### src/rtl/amp_bcd_to_bin_pkg.sv
// Shared types and constants for the amplitude BCD-to-binary converter.
package amp_bcd_pkg;

    typedef enum logic [1:0] {
        IDLE,
        CONV,
        DONE
    } state_t;

    localparam int unsigned AMP_W    = 12;
    localparam int unsigned AMP_ITER = AMP_W + 1;
    localparam logic [AMP_W-1:0] AMP_MAX = 12'hFFF;
    localparam int unsigned BCD_W    = 15;

endpackage

### src/rtl/amp_bcd_to_bin_if.sv
// Digit/result handshake bundle between the amplitude entry logic and the converter.
interface amp_bcd_to_bin_if #(
    parameter int unsigned OUT_W = 12
);
    logic             start;
    logic [2:0]       thousand;
    logic [3:0]       hundred;
    logic [3:0]       ten;
    logic [3:0]       one;
    logic [OUT_W-1:0] data_out;
    logic             busy;
    logic             done;
    logic             err;

    modport master (
        output start, thousand, hundred, ten, one,
        input  data_out, busy, done, err
    );

    modport slave (
        input  start, thousand, hundred, ten, one,
        output data_out, busy, done, err
    );
endinterface

### src/rtl/amp_bcd_to_bin_nibble_adj.sv
// Reverse double-dabble digit correction: a nibble of 8 or more has 3 subtracted.
module bcd_nibble_adj (
    input  logic [3:0] nib_i,
    output logic [3:0] nib_o
);
    assign nib_o = (nib_i >= 4'd8) ? (nib_i - 4'd3) : nib_i;
endmodule

### src/rtl/amp_bcd_to_bin.sv
// Sequential BCD-to-binary converter (reverse double-dabble, one shift per clock).
// Build macro AMP_BCD_SAT_EN: saturate overflow to all-ones instead of flagging err.
module amp_bcd_to_bin
    import amp_bcd_pkg::*;
#(
    parameter int unsigned OUT_W = AMP_W
) (
    input  logic             clk,
    input  logic             rst_n,
    amp_bcd_to_bin_if.slave  bus
);
    localparam int unsigned ITER  = OUT_W + 1;
    localparam int unsigned CNT_W = $clog2(ITER);

    state_t             state_q, state_d;
    // Thousands digit is held zero-extended so all four nibbles share one correction path.
    logic [BCD_W:0]     bcd_q, bcd_d;
    logic [OUT_W:0]     bin_q, bin_d;
    logic [CNT_W-1:0]   cnt_q, cnt_d;
    logic               bad_q, bad_d;
    logic [OUT_W-1:0]   data_q, data_d;
    logic               busy_q, busy_d;
    logic               done_q, done_d;
    logic               err_q, err_d;

    logic [BCD_W:0]     bcd_sh;
    logic [BCD_W:0]     bcd_adj;

    assign bcd_sh = bcd_q >> 1;

    for (genvar g = 0; g < 4; g++) begin : g_adj
        bcd_nibble_adj u_adj (
            .nib_i (bcd_sh[g*4 +: 4]),
            .nib_o (bcd_adj[g*4 +: 4])
        );
    end

    always_ff @(posedge clk or negedge rst_n) begin
        if (!rst_n) begin
            state_q <= IDLE;
            bcd_q   <= '0;
            bin_q   <= '0;
            cnt_q   <= '0;
            bad_q   <= 1'b0;
            data_q  <= '0;
            busy_q  <= 1'b0;
            done_q  <= 1'b0;
            err_q   <= 1'b0;
        end else begin
            state_q <= state_d;
            bcd_q   <= bcd_d;
            bin_q   <= bin_d;
            cnt_q   <= cnt_d;
            bad_q   <= bad_d;
            data_q  <= data_d;
            busy_q  <= busy_d;
            done_q  <= done_d;
            err_q   <= err_d;
        end
    end

    always_comb begin
        state_d = state_q;
        bcd_d   = bcd_q;
        bin_d   = bin_q;
        cnt_d   = cnt_q;
        bad_d   = bad_q;
        data_d  = data_q;
        busy_d  = busy_q;
        done_d  = 1'b0;
        err_d   = err_q;

        unique case (state_q)
            IDLE: begin
                if (bus.start) begin
                    bcd_d   = {1'b0, bus.thousand, bus.hundred, bus.ten, bus.one};
                    bin_d   = '0;
                    cnt_d   = '0;
                    bad_d   = (bus.hundred > 4'd9) || (bus.ten > 4'd9) || (bus.one > 4'd9);
                    busy_d  = 1'b1;
                    state_d = CONV;
                end
            end
            CONV: begin
                bcd_d = bcd_adj;
                bin_d = {bcd_q[0], bin_q[OUT_W:1]};
                cnt_d = cnt_q + 1'b1;
                if (cnt_q == CNT_W'(ITER - 1)) begin
                    busy_d  = 1'b0;
                    state_d = DONE;
                end
            end
            DONE: begin
                done_d  = 1'b1;
                state_d = IDLE;
                if (bad_q) begin
                    err_d = 1'b1;
                end else if (!bin_q[OUT_W]) begin
                    data_d = bin_q[OUT_W-1:0];
                    err_d  = 1'b0;
                end else begin
`ifdef AMP_BCD_SAT_EN
                    data_d = '1;
                    err_d  = 1'b0;
`else
                    err_d  = 1'b1;
`endif
                end
            end
            default: state_d = IDLE;
        endcase
    end

    assign bus.data_out = data_q;
    assign bus.busy     = busy_q;
    assign bus.done     = done_q;
    assign bus.err      = err_q;

endmodule

### src/flat_wrapper.sv
// flat-port wrapper written by rule: the top's interface ports become plain ports
module amp_bcd_to_bin_flat import amp_bcd_pkg::*;
#(
    parameter int unsigned OUT_W = AMP_W
)
  (clk, rst_n, bus_start, bus_thousand, bus_hundred, bus_ten, bus_one, bus_data_out, bus_busy, bus_done, bus_err);
  amp_bcd_to_bin_if #(.OUT_W(OUT_W)) bus_i ();
  input  logic clk;
  input  logic rst_n;
  input wire logic [$bits(bus_i.start)-1:0] bus_start;
  input wire logic [$bits(bus_i.thousand)-1:0] bus_thousand;
  input wire logic [$bits(bus_i.hundred)-1:0] bus_hundred;
  input wire logic [$bits(bus_i.ten)-1:0] bus_ten;
  input wire logic [$bits(bus_i.one)-1:0] bus_one;
  output wire logic [$bits(bus_i.data_out)-1:0] bus_data_out;
  output wire logic [$bits(bus_i.busy)-1:0] bus_busy;
  output wire logic [$bits(bus_i.done)-1:0] bus_done;
  output wire logic [$bits(bus_i.err)-1:0] bus_err;
  assign bus_i.start = bus_start;
  assign bus_i.thousand = bus_thousand;
  assign bus_i.hundred = bus_hundred;
  assign bus_i.ten = bus_ten;
  assign bus_i.one = bus_one;
  assign bus_data_out = bus_i.data_out;
  assign bus_busy = bus_i.busy;
  assign bus_done = bus_i.done;
  assign bus_err = bus_i.err;
  amp_bcd_to_bin #(.OUT_W(OUT_W)) u_core (.clk(clk), .rst_n(rst_n), .bus(bus_i));
endmodule
### config.mk
export PLATFORM = sky130hd
export DESIGN_NAME = amp_bcd_to_bin_flat
export DESIGN_NICKNAME = d
export VERILOG_FILES = /design/src/rtl/amp_bcd_to_bin_pkg.sv /design/src/rtl/amp_bcd_to_bin_if.sv /design/src/rtl/amp_bcd_to_bin_nibble_adj.sv /design/src/rtl/amp_bcd_to_bin.sv /design/src/flat_wrapper.sv
export SDC_FILE = /design/constraint.sdc
export NUM_CORES = 1
export LEC_CHECK = 0
export BUFFER_PORTS_ARGS = -buffer_cell sky130_fd_sc_hd__buf_2
export CORE_MARGIN = 3
export CORE_UTILIZATION = 50
export CTS_BUF_LIST = sky130_fd_sc_hd__clkbuf_4
export CTS_CLUSTER_DIAMETER = 50
export DETAILED_ROUTE_END_ITERATION = 6
export PLACE_DENSITY = 0.82
export SYNTH_ARGS = -nofsm -noshare
export SYNTH_HDL_FRONTEND = slang
export SYNTH_HIERARCHICAL = 1
export SYNTH_SLANG_ARGS = --single-unit
### constraint.sdc
create_clock -name clk -period 1.45 [get_ports clk]
set_input_delay 0.0725 -clock clk [delete_from_list [all_inputs] [get_ports clk]]
set_output_delay 0.0725 -clock clk [all_outputs]
set_load 0.01 [all_outputs]
==> flow_summary.toml, run 1 <==
[routing]
drtAntennaViolNets = 0
drt_iter0_markers = 60
vias_per_cell = 5.28
drt_first_pass_iters = 4
remaining_drc_errors = 0
routed_wl_um = 4560
wl_per_cell_um = 13.8
vias = 1748

[place]
port_buffers = 32
globalplace.congestion = 0.792
placed_cells = 321
dpl.hpwl_um = 3150
dp_worst_setup_slack_ns = 0.00287

[pwr]
ir_worst_vdd_mv = 0.768
pwr_density_cell_nw_per_um2 = 1870
p_leak_nw = 1.46
fin_total_pwr_mw = 5.36

[sta]
finalCritPeriodShare_pct = 100
setup_viol = 0
setup_ws_ns = 0.000382
fin_skew_ns = 0.00606
finalHoldViolations = 0
min_period_ns = 1.45
holdWs_ns = 0.0252
grt_setup_unrepaired = "true"
maxSlewViolCount = 0
max_freq_mhz = 690

[finish]
final_cell_count_no_fill = 331
areaGrowthSynthToFinish_pct = 17.4
design.final.nets = 293
nFillCells = 369
layout-drive-gt1-share_pct = 25.2
num_antenna_cells = 0

[critical_path]
slowest_delay_ns = 0.44
start_kind = "flip-flop"
critPathArrivalTime_ns = 1.70
slowest_stage = "dfrtp_1"
crit_chain = "nor2b_4 > nor3b_4 > buf_12 > mux2_2"
worstSetupPathType = "flip-flop to flip-flop"
reg2regPathDepth = 4
worstPathRequired_ns = 1.70
critPathBufInv = 1
r2r-end = "u_core/bus.data_out[8]"
regToRegSetupSlack_ns = 0.0004
cp_max_fo = 13
rr_startpoint = "u_core/state_q[1]"
critPathCaptureType = "flip-flop"
critPathTopFamily = "flip-flops"

[global_routing]
grt_pass1_wl_um = 8000
grt_max_degree = 33
antenna_found_initial = 0
grtUsageTotal_pct = 16.6
gr-total-overflow = 0
grt_pass1_vias = 1774

[synth]
netlist_instances = 220
synth_cell_types = 30
yosys_warnings = 6
synth_area_sq_um = 2450
ys_seq_area_share_pct = 52.1
syn_area_per_cell_sq_um = 11.1
yosysTopAreaCell = "dfrtp_1"
ys_ff_latch = 51
synthDominantCellAreaShare_pct = 52.1
ys_top_cells_by_area = "dfrtp_1 52%, mux2_2 5.5%, a22o_1 5.4%, ha_1 5.1%, o21ai_0 4.9%"

[hold_path]
hold_path_depth = 3
min_path_type = "input port to flip-flop"
worstHoldStart = "bus_hundred[0]"
min_to = "u_core/bcd_q[8]"

[cts]
clk_latency_ns = 0.35
numClockSinks = 51
cts_root_buf = "clkbuf_4"
cts_buffers = 5
cts_tree = "built"
clk_pin_slew_worst_paths_ns = 0.13
postCtsSetupBuffers = 0
clockBufferDepth = 2
cts_max_level = 2

[floorplan]
core_sq_um = 4530
die_x_um = 76.0
io_pins = 33
die_h_um = 76.0
start_util_pct = 54.0
core.rowCount = 24
dieArea_sq_um = 5770

[job]
max_cap_violations = 0

[status]
status = "completed"
-- placed cells by master (no fill, tap or decap), types with 5 or more instances in the layout --
master	synthesis	routed
mux2_2	12	11
clkbuf_4	0	5
dfrtp_1	51	50
nand2_1	23	23
inv_1	10	10
a21oi_1	13	13
and3b_1	9	9
o21ai_0	24	24
ha_1	10	10
nor2_1	5	5
buf_2	3	32
buf_4	2	7
nand2b_1	5	5
conb_1	1	5
a22o_1	15	15
mux2i_1	7	7
-- synth_stat cells --
cell and instances:
nor2b_4 1, mux2_2 12, a21oi_1 13, nor2b_1 4, a22o_1 15, mux2i_1 7
and3b_1 9, o21bai_2 1, nand2b_1 5, conb_1 1, buf_2 3, nand3b_1 1
dfrtp_1 51, nand2_1 23, nor3b_1 1, clkbuf_1 4, buf_4 2, nor2_1 5
xnor2_1 4, o21a_1 1, o21ai_0 24, ha_1 10, xor2_1 4, nand3_1 2
or3b_2 1, nor3b_4 1, and2b_1 1, inv_1 10, buf_6 2, nand4_1 2
-- worst max path at each step --
stage	from	to	slack [ns]	depth (start not counted)
4_1_cts	u_core/state_q[1]	u_core/bus.data_out[8]	-0.0006	4
5_1_grt	u_core/state_q[1]	u_core/bus.data_out[1]	-0.08	4
6_report	u_core/state_q[1]	u_core/bus.data_out[8]	0.0004	4
3_3_place_gp	u_core/state_q[1]	u_core/bus.data_out[6]	0.06	4
3_5_place_dp	u_core/state_q[1]	u_core/bus.data_out[3]	0.003	4
2_1_floorplan	u_core/state_q[0]	u_core/bus.data_out[10]	0.02	4
-- state kept, by name, indices dropped and copies added, names as in the netlist --
name	cells
u_core/bad_q	1
u_core/bin_q	13
u_core/bus.err	1
u_core/state_q	2
u_core/bus.data_out	12
u_core/bus.busy	1
u_core/cnt_q	4
u_core/bus.done	1
u_core/bcd_q	16
-- layer usage --
metal / global-route usage, % / wire, um / vias up
li1: - / - / 840
met1: 22.5 / 2140 / 851
met2: 26.6 / 2170 / 50
met3: 2.96 / 186 / 7
met4: 7.07 / 66 / 0
met5: 0 / 0 / -
-- cells by family (layout without fill, tap and decap cells) --
logic type	Yosys count	after routing	share of synthesized area [%]
flip-flops	51	51	52.1
other	1	5	0.153
multiplexers	19	19	8.38
adder cells (fa/ha/maj)	10	10	5.11
AO/OA/AOI/OAI	54	54	13.7
XOR/XNOR	8	8	2.86
buffers and inverters	21	63	4.29
AND/OR/NAND/NOR	56	56	13.3
-- layout make-up --
class                           count  area, sq um  area share (%)
Tap cell                           65         81.3            2.83
Inverter                           10         37.5            1.31
Clock buffer                        5         37.5            1.31
Sequential cell                    51         1280            44.5
Timing Repair Buffer               45          313            10.9
Multi-Input combinational cell    152         1090            37.8
Clock inverter                      3         38.8            1.35
-- what timing repair did --
item                       in CTS  in global routing
hold buffers                    2                  0
hold endpoints to repair       20                  0
setup endpoints to repair       1                 14
resized for setup               1                  2
-- worst reg2reg max path, cell delays in order (launching register included) --
cell and delay (ns):
dfrtp_1 0.44, nor2b_4 0.18, nor3b_4 0.22, buf_12 0.17, mux2_2 0.34
-- stage by stage --
stage / area, sq um / TNS (ns) / util, %
5_1_grt: 2870 / -0.821 / 63.4
3_5_place_dp: 2770 / 0 / 61.1
2_1_floorplan: 2460 / 0 / -
6_report: 2870 / 0 / 63.4
4_1_cts: 2870 / -0.000578 / 63.3
3_3_place_gp: 2770 / 0 / 61.1
-- power breakdown --
part | switching, mW | internal [mW]
logic | 1.01 | 1.05
registers | 0.536 | 1.99
clock network | 0.415 | 0.355
total | 1.97 | 3.39
Note: power is estimated with default switching activity, not from simulation.
==> run 2, diff against run 1 <==
- SYNTH_HIERARCHICAL: 1 -> not set
- clock period: 1.45 -> 1.27 ns (I/O delays scaled with it)
==> run 2 against run 1 <==
Effect of this change:
- the run now ends with setup timing left
- synthesized cell count rose by 2.3%
- non-clock buffer count rose by 36
- global-route usage rose by 6.9 points
- sequential cell count fell by 1
- worst setup slack got worse by 0.29 ns
- sequential share of layout area fell by 6.1 points
- power rose by 37%
- critical path type unchanged
- critical endpoint is now u_core.bcd_q[3]
- largest cell class unchanged
==> flow_summary.toml, run 2 <==
[routing]
wl_met3_um = 529
drt_first_pass_iters = 5
drtAntennaViolNets = 0
wl_per_cell_um = 19.8
routed_wl_um = 6980
drt_iter0_markers = 265
m1WireLength_um = 2660
vias = 2117
top_layer = "met4"
wl_met2_um = 3380
vias_per_cell = 6.00
remaining_drc_errors = 0

[floorplan]
die_h_um = 74.6
die_x_um = 74.6
core_sq_um = 4440
core.rowCount = 24
dieArea_sq_um = 5570
start_util_pct = 53.0
io_pins = 33

[place]
port_buffers = 32
place_area_sq_um = 2720
dpl.hpwl_um = 3300
globalplace.congestion = 0.812

[finish]
multiInputGateArea_sq_um = 1160
regArea_sq_um = 1250
nFillCells = 272
post-route-util_pct = 73.6
fin_area_sq_um = 3270
largest_register_ffs = 15
areaGrowthSynthToFinish_pct = 38.8
final_common_cell = "dfrtp_1"
layout_common_cells = "47 x dfrtp_1, 34 x nand2_1, 32 x buf_2"
regMostFlops = "u_core.bcd_q"
layout-drive-gt1-share_pct = 39.5
design.final.nets = 326
num_antenna_cells = 0

[global_routing]
grt_pass1_wl_um = 9830
antenna_found_initial = 0
grt_pass1_vias = 2052
grt_max_degree = 51
grtUsageTotal_pct = 23.5
gr-total-overflow = 0

[sta]
fin_skew_ns = 0.0310
setup_ws_ns = -0.286
max_freq_mhz = 643
worst_slew_pin_slew_ns = 0.379
finalCritPeriodShare_pct = 123
finalHoldViolations = 0
min_period_ns = 1.56
maxSlewViolCount = 0
maxSlewHeadroom_pct = 74.7
holdWs_ns = 0.00865
grt_setup_unrepaired = "true"
fin_tns_setup_ns = -6.96
setup_viol = 43

[critical_path]
cp_num_cells = 7
rr_startpoint = "u_core.state_q[0]"
cp_max_fo = 7
crit_chain = "buf_4 > buf_6 > buf_12 > buf_4 > nor2_1 > a22oi_1 > o22a_1"
worstSetupPathType = "flip-flop to flip-flop"
cp_common_cell = "buf_4"
slowest_stage = "dfrtp_2"
critPathCaptureType = "flip-flop"
slowest_delay_ns = 0.49
start_kind = "flip-flop"
critPathTopFamily = "buffers and inverters"
critPathArrivalTime_ns = 1.87
cp-startpoint = "u_core.state_q[0]"
worstPathRequired_ns = 1.58
reg2regPathDepth = 7
critPathBufInv = 4

[synth]
syn_area_per_cell_sq_um = 10.5
synth_commonest_cells = "50 x dfrtp_1, 34 x nand2_1, 19 x nand3_1, 13 x o21ai_0, 12 x inv_1"
synth_flop_cell = "dfrtp_1"
yosysTopAreaCell = "dfrtp_1"
netlist_instances = 225
yosys_warnings = 0
synth_cell_types = 33
ys_ff_latch = 50
ys_top_cells_by_area = "dfrtp_1 53%, nand2_1 5.4%, mux2_2 5.3%, ha_1 4.3%, nand3_1 4.0%"
synth_area_sq_um = 2350
synth-edff-count = 0
synthDominantCellAreaShare_pct = 53.1
ys_async_sr_fraction_pct = 100
synth_nets = 251
yosys.cell_count.top_type = "dfrtp_1"
ys_seq_area_share_pct = 53.1

[job]
max_cap_violations = 0

[cts]
cts_tree = "built"
numClockSinks = 50
clk_pin_slew_worst_paths_ns = 0.17
cts_root_buf = "clkbuf_4"
clk_latency_ns = 0.40
cts_max_level = 2
cts_buffers = 5
clockBufferDepth = 2

[pwr]
clkPwrFrac_pct = 10.6
switching_power_mw = 2.92
ir_worst_vdd_mv = 0.916
p_leak_nw = 1.64
p_sw_share_pct = 39.9
power.internal_mw = 4.41
seqPwrFrac_pct = 39.4
comb_power_share_pct = 50.0
pwr_density_cell_nw_per_um2 = 2240

[hold_path]
min_path_type = "input port to flip-flop"
worstHoldStart = "bus_one[0]"
hold_path_depth = 3

[status]
violations = "setup timing"
status = "complete, but fails checks"
## run 2: worst paths after layout
| check | slack (ns) | endpoint |
|---|---|---|
| hold / removal | 0.009 | u_core.bcd_q[0] |
| setup reg to reg | -0.29 | u_core.bcd_q[3] |
| setup / recovery | -0.29 | u_core.bcd_q[3] |
| hold reg to reg | 0.50 | u_core.cnt_q[3] |
| max in group asynchronous | 0.83 | u_core.bcd_q[10] |
| min in group asynchronous | 0.16 | u_core.bcd_q[3] |
## run 2: layout make-up
| class | instances | share of cell area [%] |
|---|---|---|
| Multi-Input combinational cell | 149 | 35.5 |
| Sequential cell | 50 | 38.4 |
| Timing Repair Buffer | 81 | 20.8 |
| Clock buffer | 5 | 1.15 |
| Clock inverter | 3 | 0.651 |
| Inverter | 13 | 1.57 |
| Tap cell | 52 | 1.99 |
## run 2: repair_timing
item,CTS,global route
endpoints found under the setup margin,44,45
endpoints found under the hold margin,55,1
buffers inserted,10,8
hold buffers,6,1
resized for setup,33,33
pin swaps,4,5
cloned,1,2
## run 2: logic make-up (layout without fill, tap and decap cells)
family,after synthesis,in the layout,synth area share [%]
AOI/OAI and AO/OA,43,44,12.2
xor gates and xnor gates,6,6,2.23
adders and majority gates,8,8,4.25
buffers and inverters,27,102,5.31
DFF,50,50,53.1
muxes,16,16,7.44
and+or+nand+nor,75,75,15.5
## run 2: stage by stage
step                      setup WS [ns]  power (mW)  std cells
after global placement           -0.144        5.26        320
after detailed placement         -0.183        5.36        320
final                            -0.286        7.33        353
after CTS                        -0.149        6.62        345
after global routing             -0.298        7.81        353
after floorplan                  -0.191        4.45        225
## run 2: worst register-to-register path, stage by stage, from the launching register on
cell     delay, ns
dfrtp_2       0.49
buf_4         0.16
buf_6         0.12
buf_12        0.13
buf_4         0.14
nor2_1        0.11
a22oi_1       0.10
o22a_1        0.21
## run 2: routing by layer
metal,global-route usage (%),up-vias
li1,-,924
met1,30.7,1041
met2,37.9,116
met3,3.47,36
met4,12.8,0
met5,0,-
## run 2: power by group through the flow
stage	registers, mW	logic (mW)	clock network (mW)
floorplan	2.78	1.68	0
global placement	2.78	2.49	0
detailed placement	2.80	2.57	0
CTS	2.76	3.11	0.742
global route	2.97	3.98	0.858
finish	2.89	3.67	0.779
==> run 3, diff against run 2 <==
- GPL_TIMING_DRIVEN: not set -> 0
- PLACE_DENSITY: 0.82 -> not set
- PLACE_DENSITY_LB_ADDON: not set -> 0.05
==> run 3 against run 2 <==
Effect of this change:
- the flow finishes with violations (hold timing, setup timing)
- sequential power is 5% lower
- non-clock buffer count shrank 2
- hold slack lost 0.018 ns
- register-to-register slack better by 0.08 ns
- global-route usage shrank 2.9 points
- design area fell by 1.8%
- via count decreased by 8.2%
==> flow_summary.toml, run 3 (synthesis gave the netlist of run 2 again) <==
[cts]
clk_latency_ns = 0.39
numClockSinks = 50
clk_pin_slew_worst_paths_ns = 0.17
cts_root_buf = "clkbuf_4"
clockBufferDepth = 2
cts_buffers = 5
cts_tree = "built"
cts_max_level = 2

[place]
globalplace.congestion = 0.812
port_buffers = 32
dpl.hpwl_um = 3250

[global_routing]
grt_max_degree = 51
grt_pass1_wl_um = 8560
antenna_found_initial = 0
gr-total-overflow = 0
grtUsageTotal_pct = 20.6
grt_pass1_vias = 1751

[critical_path]
worstSetupPathType = "flip-flop to flip-flop"
critPathArrivalTime_ns = 1.78
worstPathRequired_ns = 1.57
start_kind = "flip-flop"
critPathCaptureType = "flip-flop"
cp_max_fo = 6

[pwr]
ir_worst_vdd_mv = 1.02
pwr_density_cell_nw_per_um2 = 2160
p_leak_nw = 1.60
fin_total_pwr_mw = 6.94

[routing]
drtAntennaViolNets = 0
vias = 1944
wl_per_cell_um = 16.2
drt_iter0_markers = 144
vias_per_cell = 5.55
remaining_drc_errors = 0
routed_wl_um = 5660
drt_first_pass_iters = 4

[floorplan]
start_util_pct = 53.0
core_sq_um = 4440
dieArea_sq_um = 5570
io_pins = 33
die_x_um = 74.6
die_h_um = 74.6
core.rowCount = 24

[finish]
num_antenna_cells = 0
final_common_cell = "dfrtp_1"
areaGrowthSynthToFinish_pct = 36.4
regMostFlops = "u_core.bcd_q"
design.final.nets = 323
layout-drive-gt1-share_pct = 38.9
nFillCells = 347
layout_common_cells = "48 x dfrtp_1, 34 x nand2_1, 32 x buf_2"
post-route-util_pct = 72.3
largest_register_ffs = 15

[sta]
holdWs_ns = -0.00895
finalHoldViolations = 1
grt_setup_unrepaired = "true"
worst_slew_pin_slew_ns = 0.682
max_freq_mhz = 676
setup_viol = 40
maxSlewHeadroom_pct = 54.5
min_period_ns = 1.48
maxSlewViolCount = 0
finalCritPeriodShare_pct = 117
setup_ws_ns = -0.210
fin_skew_ns = 0.0222

[status]
violations = "hold timing, setup timing"
status = "complete, but fails checks"

[job]
max_cap_violations = 0

[hold_path]
min_path_type = "input port to flip-flop"
[run 3: worst paths after layout]
check                                  start                      to  slack [ns]  depth (start not counted)
max reg2reg                u_core.state_q[0]  u_core.bus.data_out[4]       -0.21                          4
min                          bus_thousand[2]        u_core.bcd_q[14]      -0.009                          3
max in group asynchronous              rst_n        u_core.bcd_q[10]        0.51                          2
min in group asynchronous              rst_n         u_core.bcd_q[2]        0.25                          2
max                        u_core.state_q[0]  u_core.bus.data_out[4]       -0.21                          4
min reg2reg                  u_core.bin_q[6]         u_core.bin_q[5]        0.50                          2
[run 3: timing repair]
item / in CTS / in global routing
hold buffers: 7 / 0
setup endpoints to repair: 46 / 72
buffers inserted: 13 / 10
resized for setup: 30 / 51
cloned: 2 / 2
pin swaps: 3 / 16
endpoints found under the hold margin: 56 / 0
[run 3: area by class of cell]
cell class,count,area [sq um],area share [%]
clock inverter,3,26.3,0.818
inverter,13,53.8,1.68
clock buffer,5,37.5,1.17
buffer,13,149,4.64
timing repair buffer,66,472,14.7
sequential,50,1250,39.0
multi-input combinational,148,1150,36.0
tap,52,65.1,2.03
[run 3: where the power goes]
group | total, mW | internal (mW) | switching, mW
clock | 0.794 | 0.235 | 0.559
combinational | 3.41 | 1.79 | 1.62
sequential | 2.74 | 2.25 | 0.497
total | 6.94 | 4.27 | 2.67
[run 3: metal layers]
layer / global-route usage [%] / vias up / routed length, um
met4: 7.71 / 0 / 73
li1: - / 915 / -
met3: 3.87 / 10 / 341
met5: 0 / - / 0
met1: 29.8 / 968 / 2560
met2: 31.0 / 51 / 2690
[run 3: per-stage QoR]
stage               worst slack, ns  hold WS, ns  TNS (ns)  cell area (sq um)  std cells
floorplan                    -0.191       -0.232     -2.13               2380        225
CTS                          -0.214       0.0105     -3.56               2940        338
finish                       -0.210     -0.00895     -4.00               3210        350
global route                 -0.263     0.000562     -5.98               3210        350
global placement             -0.353        0.331     -5.85               2600        309
detailed placement           -0.341        0.336     -5.97               2600        309
[run 3: critical path, cell delays in order, from the launching register on]
cell     delay [ns]
dfrtp_1        0.40
buf_6          0.14
nor4_4         0.34
buf_4          0.23
mux2_4         0.30
